<file path="src/rtl/fir_out_requant.sv">
// Requantizer behind the 63-tap FIR: round-half-up shift, 16-bit saturation, decimation, small output FIFO.
// Optional saturation event counter enabled by defining FIR_REQUANT_SAT_COUNT_EN.
module fir_out_requant #(
    parameter int IN_W       = 32,
    parameter int OUT_W      = 16,
    parameter int SHIFT      = 8,
    parameter int DECIM      = 2,
    parameter int FIFO_DEPTH = 4
) (
    input  logic                    clk,
    input  logic                    rst,
    input  logic                    in_valid,
    input  logic signed [IN_W-1:0]  in_data,
    output logic                    out_valid,
    input  logic                    out_ready,
    output logic signed [OUT_W-1:0] out_data,
    output logic                    sat_pulse,
    output logic                    ovf_flag,
    input  logic                    clr_ovf
`ifdef FIR_REQUANT_SAT_COUNT_EN
    ,
    output logic [15:0]             sat_count
`endif
);

    localparam int AW = $clog2(FIFO_DEPTH);
    localparam int CW = (DECIM > 1) ? $clog2(DECIM) : 1;

    localparam logic [IN_W:0]        RND  = {{IN_W{1'b0}}, 1'b1} << (SHIFT - 1);
    localparam logic signed [IN_W:0] MAXV = (IN_W+1)'((64'sd1 <<< (OUT_W - 1)) - 64'sd1);
    localparam logic signed [IN_W:0] MINV = -MAXV - 1;

    logic signed [IN_W:0]    w_sum;
    logic signed [IN_W:0]    w_q;
    logic                    w_satHi;
    logic                    w_satLo;
    logic signed [OUT_W-1:0] w_qSat;

    logic                    r_s1Valid;
    logic signed [OUT_W-1:0] r_s1Data;
    logic                    r_satPulse;
    logic [CW-1:0]           r_decCnt;

    logic signed [OUT_W-1:0] r_mem [FIFO_DEPTH];
    logic [AW:0]             r_wrPtr;
    logic [AW:0]             r_rdPtr;
    logic                    r_ovf;

    logic w_cand;
    logic w_empty;
    logic w_full;
    logic w_rd;
    logic w_wr;
    logic w_drop;

    // One extra sign bit on the sum means adding the rounding constant can never wrap.
    always_comb begin
        w_sum   = $signed({in_data[IN_W-1], in_data}) + $signed(RND);
        w_q     = w_sum >>> SHIFT;
        w_satHi = (w_q > MAXV);
        w_satLo = (w_q < MINV);
        if (w_satHi)
            w_qSat = {1'b0, {(OUT_W-1){1'b1}}};
        else if (w_satLo)
            w_qSat = {1'b1, {(OUT_W-1){1'b0}}};
        else
            w_qSat = w_q[OUT_W-1:0];
    end

    always_ff @(posedge clk) begin
        if (rst) begin
            r_s1Valid  <= 1'b0;
            r_s1Data   <= '0;
            r_satPulse <= 1'b0;
        end else begin
            r_s1Valid  <= in_valid;
            r_satPulse <= in_valid && (w_satHi || w_satLo);
            if (in_valid)
                r_s1Data <= w_qSat;
        end
    end

    assign w_cand  = r_s1Valid && (r_decCnt == '0);
    assign w_empty = (r_wrPtr == r_rdPtr);
    assign w_full  = (r_wrPtr[AW] != r_rdPtr[AW]) && (r_wrPtr[AW-1:0] == r_rdPtr[AW-1:0]);
    assign w_rd    = !w_empty && out_ready;
    assign w_wr    = w_cand && (!w_full || w_rd);
    assign w_drop  = w_cand && !w_wr;

    always_ff @(posedge clk) begin
        if (rst) begin
            r_decCnt <= '0;
        end else if (r_s1Valid) begin
            if (r_decCnt == CW'(DECIM - 1))
                r_decCnt <= '0;
            else
                r_decCnt <= r_decCnt + 1'b1;
        end
    end

    always_ff @(posedge clk) begin
        if (rst) begin
            r_wrPtr <= '0;
            r_rdPtr <= '0;
        end else begin
            if (w_wr)
                r_wrPtr <= r_wrPtr + 1'b1;
            if (w_rd)
                r_rdPtr <= r_rdPtr + 1'b1;
        end
    end

    always_ff @(posedge clk) begin
        if (w_wr)
            r_mem[r_wrPtr[AW-1:0]] <= r_s1Data;
    end

    // A drop in the same cycle as a clear must leave the flag set.
    always_ff @(posedge clk) begin
        if (rst)
            r_ovf <= 1'b0;
        else if (w_drop)
            r_ovf <= 1'b1;
        else if (clr_ovf)
            r_ovf <= 1'b0;
    end

    assign out_valid = !w_empty;
    assign out_data  = w_empty ? '0 : r_mem[r_rdPtr[AW-1:0]];
    assign sat_pulse = r_satPulse;
    assign ovf_flag  = r_ovf;

`ifdef FIR_REQUANT_SAT_COUNT_EN
    logic [15:0] r_satCount;

    always_ff @(posedge clk) begin
        if (rst || clr_ovf)
            r_satCount <= '0;
        else if (r_satPulse && (r_satCount != 16'hFFFF))
            r_satCount <= r_satCount + 16'd1;
    end

    assign sat_count = r_satCount;
`endif

endmodule

</file>
<file path="config.mk">
export PLATFORM = sky130hd
export DESIGN_NAME = fir_out_requant
export DESIGN_NICKNAME = d
export VERILOG_FILES = /design/src/rtl/fir_out_requant.sv
export SDC_FILE = /design/constraint.sdc
export NUM_CORES = 1
export LEC_CHECK = 0
export BUFFER_PORTS_ARGS = -buffer_cell sky130_fd_sc_hd__buf_2
export CAP_MARGIN = 10
export CORE_UTILIZATION = 51
export CTS_CLUSTER_SIZE = 28
export DETAILED_ROUTE_END_ITERATION = 7
export GPL_TIMING_DRIVEN = 0
export PLACE_DENSITY_LB_ADDON = 0.3
export REMOVE_ABC_BUFFERS = 1
export SLEW_MARGIN = 20
export SYNTH_ARGS = -nofsm -noshare
export SYNTH_HDL_FRONTEND = slang
export SYNTH_SLANG_ARGS = --single-unit
</file>
<file path="constraint.sdc">
create_clock -name clk -period 2.55 [get_ports clk]
set_input_delay 0.765 -clock clk [delete_from_list [all_inputs] [get_ports clk]]
set_output_delay 0.765 -clock clk [all_outputs]
set_load 0.005 [all_outputs]
</file>
==> impl_summary.txt, run 1 <==
----------------------------------------------------
[Yosys]
  Share of the synthesized area in the top cell type ... 45.8%
  Flip-flop and latch count after synthesis ... 92
  Simple-gate portion of the synthesized area ... 16.8%
  Sequential fraction of the synthesis area ... 59.2%
  Most instantiated flip-flop cell in the synthesis netlist ... sky130_fd_sc_hd__edfxtp_1
  Area fraction in compound gates after synthesis ... 6.02%
  Netlist cell types ... 44
  Dominant combinational cell family by area after synthesis ... simple AND/OR/NAND/NOR gates
  Synth Area in XOR/XNOR ... 4.80%
  Netlist Area Pre-Place ... 4200 sq um
  Largest area contributor in the synthesized netlist ... sky130_fd_sc_hd__edfxtp_1
  Mean Syn Cell Area ... 13.3 sq um
  Cell types with the largest area share after synthesis ... sky130_fd_sc_hd__edfxtp_1, sky130_fd_sc_hd__dfxtp_1, sky130_fd_sc_hd__mux4_2
  Number of enable-type register cells in the synthesized netlist ... 64
  Post-synthesis cell count ... 316
  Fraction of synthesis flops using an asynchronous set or reset pin ... 0%
  Adder-cell share of the synthesized area ... 1.79%
  Share of cell area taken by muxes after synthesis ... 9.78%
  Warnings, synthesis ... 0

[Worst hold path]
  Class of the tightest hold or removal check ... reg2reg
  Count of cells along the worst hold path ... 2
  Hold path startpoint ... ovf_flag
  Hold Path End ... ovf_flag

[Timing]
  Final clock period utilization by the worst path ... 96.8%
  Final setup skew ... 14.5 ps
  Slew of the pin with the lowest slew margin ... 665 ps
  Relative slew slack ... 55.6%
  Final critical-path required period ... 2470 ps
  Final Hold Violating Endpoints ... 0
  RSZ-0062 raised after global routing ... false
  Final number of max-transition violations ... 0
  Setup-failing EPs final ... 0
  Achievable frequency ... 405 MHz

[Critical path]
  Critical path start-end classification ... in2reg
  Path depth of the worst reg2reg path ... 4
  CP max stage delay ... 600 ps
  Worst flop-to-flop path endpoint ... r_mem[3][11]
  Top fanout value on the critical path ... 16
  Kind of end point of the critical path ... flip-flop
  Crit path launch type ... input port
  Register-to-register setup slack ... 230 ps
  CP Data Arrival Time ... 2750 ps
  Cell Chain, Critical Path ... buf_2, nand4_2, or4_4, o21ai_4, and2_1, o31ai_4, buf_12, o211ai_1
  Origin of the critical flop-to-flop path ... r_wrPtr[0]
  Worst EP required ... 2830 ps
  Slowest stage cell on the critical path ... sky130_fd_sc_hd__or4_4

[Global route]
  Antenna violations before repair ... 0
  Total overflow reported by the global router ... 0
  Maximum number of pins on one net before global-route repair ... 18
  Global-route usage over all layers ... 19.3%
  Vias in the first global route ... 2,600
  Global-route wire length before repair ... 12.6 mm

[Drt]
  DRC Markers ... 0
  Count of TritonRoute iterations in the first routing pass ... 4
  Remaining antenna violation count after routing ... 0
  Routed wire length ... 7.56 mm
  Initial detailed-routing violation count ... 97
  Vias after detailed routing ... 2,711
  Via density ... 5.65
  Routed length per placed instance ... 15.8 um

[Floorplan]
  Die Footprint ... 8600 sq um
  Ports placed on the boundary ... 56
  Standard-cell row count ... 32
  Height of the die ... 92.7 um
  Horiz. Die Dim ... 92.7 um
  Initial core utilization ... 53.5%
  Core Footprint ... 7850 sq um

[Power and ir drop]
  Total power ... 3220 uW
  Power density over the cells ... 662 nW/um^2
  Leak Pwr ... 0.00178 uW
  Maximum ir drop on the vdd rail ... 275 uV

[Layout]
  Filler cell count in the final layout ... 650
  Area of combinational cells with multiple inputs ... 1680 sq um
  Net count reported at finish ... 416
  Final antenna diode count ... 0
  Fraction of final layout cells sized beyond drive strength 1 ... 29.4%
  Final Instance Count excl. Fillers ... 480
  Growth of design area from synthesis to finish ... 15.7%
  Area occupied by registers ... 2490 sq um

[Place]
  Placer congestion estimate ... 0.770
  Inst Count DP ... 455
  Port bufs ... 48
  DP Wirelength ... 5.20 mm

[CTS]
  Worst-Skew Late Latency ... 360 ps
  CTS tree ... yes
  Hold buffer count at cts ... 0
  Depth of the CTS H-tree ... 3
  Clock tree sinks ... 92
  Clock buffer count from CTS ... 9
  Clock buffer depth ... 2
  Clock-pin slew on the worst setup and hold paths ... 90 ps
  CTS root buffer ... sky130_fd_sc_hd__clkbuf_8

[Outcome]
  Outcome ... finished clean

[Flow run]
  Number of maximum-capacitance constraint violations ... 0

----------------------------------------------------
how the worst max path moves through the flow:
stage / from / to / depth (start not counted)
after floorplan: in_data[15] / r_s1Data[1] / 6
after global placement: in_data[15] / r_s1Data[0] / 7
after detailed placement: in_data[15] / r_s1Data[10] / 7
after CTS: in_data[15] / r_s1Data[0] / 8
after global routing: in_data[15] / r_s1Data[10] / 8
final: in_data[15] / r_s1Data[0] / 8
sequential cells by signal (all words and copies together), names as in the netlist, named ones only:
register / flops
ovf_flag: 1
sat_pulse: 1
r_s1Valid: 1
r_wrPtr: 3
r_rdPtr: 3
r_s1Data: 16
r_mem: 64
r_decCnt: 1
power breakdown:
group	internal [uW]	switching (uW)	total [uW]
combinational	266	232	498
sequential	1670	57.8	1730
clock	470	522	992
cells in the final DEF, fill, tap and decap left out, types with 6 or more instances in the layout:
| master | count |
|---|---|
| sky130_fd_sc_hd__nor4_1 | 6 |
| sky130_fd_sc_hd__ha_1 | 6 |
| sky130_fd_sc_hd__xor2_1 | 12 |
| sky130_fd_sc_hd__dfxtp_1 | 26 |
| sky130_fd_sc_hd__o21ai_0 | 8 |
| sky130_fd_sc_hd__nor3_1 | 7 |
| sky130_fd_sc_hd__edfxtp_1 | 64 |
| sky130_fd_sc_hd__clkbuf_8 | 9 |
| sky130_fd_sc_hd__buf_2 | 48 |
| sky130_fd_sc_hd__mux4_2 | 16 |
| sky130_fd_sc_hd__nor2_1 | 18 |
| sky130_fd_sc_hd__buf_4 | 8 |
| sky130_fd_sc_hd__nand4_1 | 6 |
| sky130_fd_sc_hd__nor2b_1 | 18 |
| sky130_fd_sc_hd__xnor2_1 | 11 |
| sky130_fd_sc_hd__nand2_1 | 22 |
| sky130_fd_sc_hd__nand3_1 | 18 |
repair_timing:
action,4_1_cts,5_1_grt
buffers inserted,2,7
endpoints found under the setup margin,97,32
pin swaps,2,0
endpoints found under the hold margin,0,0
gates resized for setup,9,2
cell usage after synthesis (all sizes together) (9+ instances only):
master and number:
clkbuf 10, dfxtp 28, edfxtp 64, mux4 16, nand2 22, nand3 23, nor2 18, nor2b 18
o21ai 9, xnor2 11, xor2 12
per-layer routing:
metal / up-vias / part of all wire, % / GRT usage, %
li1: 1330 / - / -
met1: 1314 / 46 / 25.8
met2: 60 / 49 / 32.1
met3: 7 / 4.5 / 3.86
met4: 0 / 1.2 / 5.77
met5: - / 0 / 0
worst max-delay path: cells and delay by family:
| kind | cells | cell delay (ps) |
|---|---|---|
| AND/OR/NAND/NOR | 3 | 1170 |
| AO/OA/AOI/OAI | 3 | 510 |
| buffers and inverters | 2 | 300 |
logic make-up after synthesis:
group	count (synthesis)
AND/OR/NAND/NOR	124
flip-flops	92
adder cells (fa/ha/maj)	6
multiplexers	21
buffers and inverters	17
XOR/XNOR	23
AO/OA/AOI/OAI	33
cell type report:
type | instances | share of cell area, %
multi-input cells | 207 | 34.5
repair buffers | 58 | 7.01
flip-flops and latches | 92 | 51.2
clock inverters | 7 | 1.67
well taps | 102 | 2.63
clock buffers | 9 | 2.55
inverters | 5 | 0.386
stage by stage:
| stage | utilization [%] | hold WS (ps) | cell area, sq um | TNS (ps) | setup slack [ps] |
|---|---|---|---|---|---|
| CTS | 60.9 | 486 | 4780 | 0 | 10.8 |
| floorplan | - | 452 | 4140 | -3500 | -251 |
| finish | 61.9 | 488 | 4860 | 0 | 81.0 |
| global placement | 57.5 | 455 | 4510 | -33250 | -896 |
| global route | 61.9 | 531 | 4860 | 0 | 5.15 |
| detailed placement | 57.7 | 473 | 4520 | -24140 | -834 |
Note: power is estimated with default switching activity, not from simulation.
==> inputs of run 2 (changes only) <==
--- a/config.mk
+++ b/config.mk
@@ -5,15 +5,15 @@
 export SDC_FILE = /design/constraint.sdc
 export NUM_CORES = 1
 export LEC_CHECK = 0
+export ABC_CLOCK_PERIOD_IN_PS = 2550
 export BUFFER_PORTS_ARGS = -buffer_cell sky130_fd_sc_hd__buf_2
 export CAP_MARGIN = 10
 export CORE_UTILIZATION = 51
 export CTS_CLUSTER_SIZE = 28
 export DETAILED_ROUTE_END_ITERATION = 7
-export GPL_TIMING_DRIVEN = 0
+export GPL_TIMING_DRIVEN = 1
 export PLACE_DENSITY_LB_ADDON = 0.3
 export REMOVE_ABC_BUFFERS = 1
-export SLEW_MARGIN = 20
 export SYNTH_ARGS = -nofsm -noshare
 export SYNTH_HDL_FRONTEND = slang
 export SYNTH_SLANG_ARGS = --single-unit
==> run 2 against run 1 <==
Compared with the run above: critical path depth fell by 4; cell count rose by 6.7%; register-to-register slack about the same.
==> impl_summary.txt, run 2 (synthesized netlist as in run 1, its figures left out) <==
----------------------------------------------------
[CTS]
  Worst-Skew Late Latency ... 350 ps
  CTS tree ... yes
  Depth of the CTS H-tree ... 3
  Clock-pin slew on the worst setup and hold paths ... 80 ps
  Clock buffer depth ... 2
  CTS root buffer ... sky130_fd_sc_hd__clkbuf_8
  Clock buffer count from CTS ... 9
  Number of setup buffers added after CTS ... 0
  Clock tree sinks ... 92

[Global route]
  Maximum number of pins on one net before global-route repair ... 18
  Global-route usage over all layers ... 19.9%
  Antenna violations before repair ... 0
  Total overflow reported by the global router ... 0
  Vias in the first global route ... 2,717
  Global-route wire length before repair ... 12.8 mm

[Timing]
  RSZ-0062 raised after global routing ... false
  Worst hold-check slack ... 480 ps
  Relative slew slack ... 53.5%
  Final number of max-transition violations ... 0
  Final setup skew ... 8.60 ps
  Slew of the pin with the lowest slew margin ... 696 ps
  Setup-failing EPs final ... 0
  Final clock period utilization by the worst path ... 96.7%
  Achievable frequency ... 405 MHz
  Final critical-path required period ... 2470 ps
  Final Hold Violating Endpoints ... 0
  TNS Setup ... 0 ps

[Worst hold path]
  Hold Path End ... ovf_flag
  Hold path startpoint ... ovf_flag
  Class of the tightest hold or removal check ... reg2reg
  Count of cells along the worst hold path ... 2

[Layout]
  Area of all placed cells without fillers ... 5080 sq um
  Growth of design area from synthesis to finish ... 21.0%
  Area of combinational cells with multiple inputs ... 1650 sq um
  Area occupied by registers ... 2480 sq um
  Most common cell after layout, fill and taps aside ... sky130_fd_sc_hd__edfxtp_1
  Net count reported at finish ... 448
  Largest register FFs ... 64
  Final antenna diode count ... 0
  Filler cell count in the final layout ... 603
  Most used cells in the layout excluding fill and tap cells ... sky130_fd_sc_hd__edfxtp_1, sky130_fd_sc_hd__buf_2, sky130_fd_sc_hd__buf_4
  Fraction of final layout cells sized beyond drive strength 1 ... 33.2%

[Floorplan]
  Horiz. Die Dim ... 92.7 um
  Initial core utilization ... 53.5%
  Ports placed on the boundary ... 56
  Die Footprint ... 8600 sq um
  Height of the die ... 92.7 um
  Standard-cell row count ... 32
  Core Footprint ... 7850 sq um

[Outcome]
  Outcome ... finished clean

[Place]
  DP Wirelength ... 5.70 mm
  Port bufs ... 48
  Post-DP Area ... 4860 sq um
  Placer congestion estimate ... 0.868

[Drt]
  Remaining antenna violation count after routing ... 0
  Initial detailed-routing violation count ... 127
  Routed length per placed instance ... 15.5 um
  Via density ... 5.45
  Count of TritonRoute iterations in the first routing pass ... 4
  DRC Markers ... 0
  Vias after detailed routing ... 2,789
  Routed wire length ... 7.92 mm

[Critical path]
  CP Data Arrival Time ... 1700 ps
  Register-to-register setup slack ... 220 ps
  Path depth of the worst reg2reg path ... 4
  Critical path start-end classification ... reg2out
  Worst flop-to-flop path endpoint ... r_mem[0][3]
  Top fanout value on the critical path ... 16
  Origin of the critical flop-to-flop path ... r_wrPtr[1]
  Kind of end point of the critical path ... output port
  Worst EP required ... 1790 ps
  Crit path launch type ... flip-flop

[Power and ir drop]
  Leak Pwr ... 0.00192 uW
  Maximum ir drop on the vdd rail ... 296 uV
  Power density over the cells ... 640 nW/um^2
  Internal power contribution ... 2480 uW
  Switching power total ... 767 uW
  Switching share of power ... 23.6%
  Part of the power in registers ... 52.8%
  Relative contribution of combinational cells to total power ... 15.5%
  Clock power share ... 31.7%

[Flow run]
  Number of maximum-capacitance constraint violations ... 0

----------------------------------------------------
run 2: cell types whose count changed in the layout (fill, tap and decap cells not counted), moves of 2 or more:
cell / before / now
sky130_fd_sc_hd__nor4_2: 2 / 0
sky130_fd_sc_hd__nor4_1: 6 / 8
sky130_fd_sc_hd__buf_4: 8 / 40
sky130_fd_sc_hd__inv_6: 3 / 1
sky130_fd_sc_hd__dfxtp_1: 26 / 28
run 2: area by class of cell:
class | instances | area share, %
sequential | 92 | 48.9
clock inverter | 6 | 1.73
inverter | 5 | 0.370
timing repair buffer | 90 | 11.4
tap | 102 | 2.51
multi-input combinational | 207 | 32.5
clock buffer | 10 | 2.51
run 2: per-layer routing:
metal	track usage, %	up-vias	part of all wire (%)
li1	-	1389	-
met1	24.9	1306	45
met2	33.8	82	49
met3	3.69	12	4.3
met4	8.85	0	1.6
met5	0	-	0
run 2: power groups by stage:
stage               sequential, uW  combinational, uW  clock [uW]
finish                        1710                504        1030
global route                  1720                557        1110
CTS                           1710                514        1050
detailed placement            1750                512           0
global placement              1740                496           0
floorplan                     1750                262           0
run 2: how the worst max path moves through the flow:
| stage | startpoint | to | cells past startpoint |
|---|---|---|---|
| finish | flip-flop | out_data[5] | 4 |
| CTS | flip-flop | out_data[5] | 4 |
| global route | flip-flop | out_data[12] | 4 |
| detailed placement | out_ready | r_mem[1][10] | 4 |
| global placement | out_ready | r_mem[2][10] | 4 |
| floorplan | in_data[15] | r_s1Data[1] | 6 |
run 2: repair_timing:
item / in CTS / in global routing
resized for setup: 3 / 0
hold buffers: 0 / 0
endpoints found under the setup margin: 48 / 0
run 2: through the flow:
stage,util (%),total power (uW),cells,worst slack [ps]
after floorplan,-,2020,304,-251
after CTS,64.7,3280,512,53.3
final,64.7,3250,512,83.4
after global placement,61.9,2240,496,-105
after global routing,64.7,3390,512,1.97
after detailed placement,61.9,2260,496,-160
run 2: critical path, stage by stage (launching register included):
cell and delay, ps:
sky130_fd_sc_hd__dfxtp_1 360, sky130_fd_sc_hd__buf_12 190, sky130_fd_sc_hd__mux4_2 520, sky130_fd_sc_hd__nor2b_1 140, sky130_fd_sc_hd__buf_2 120
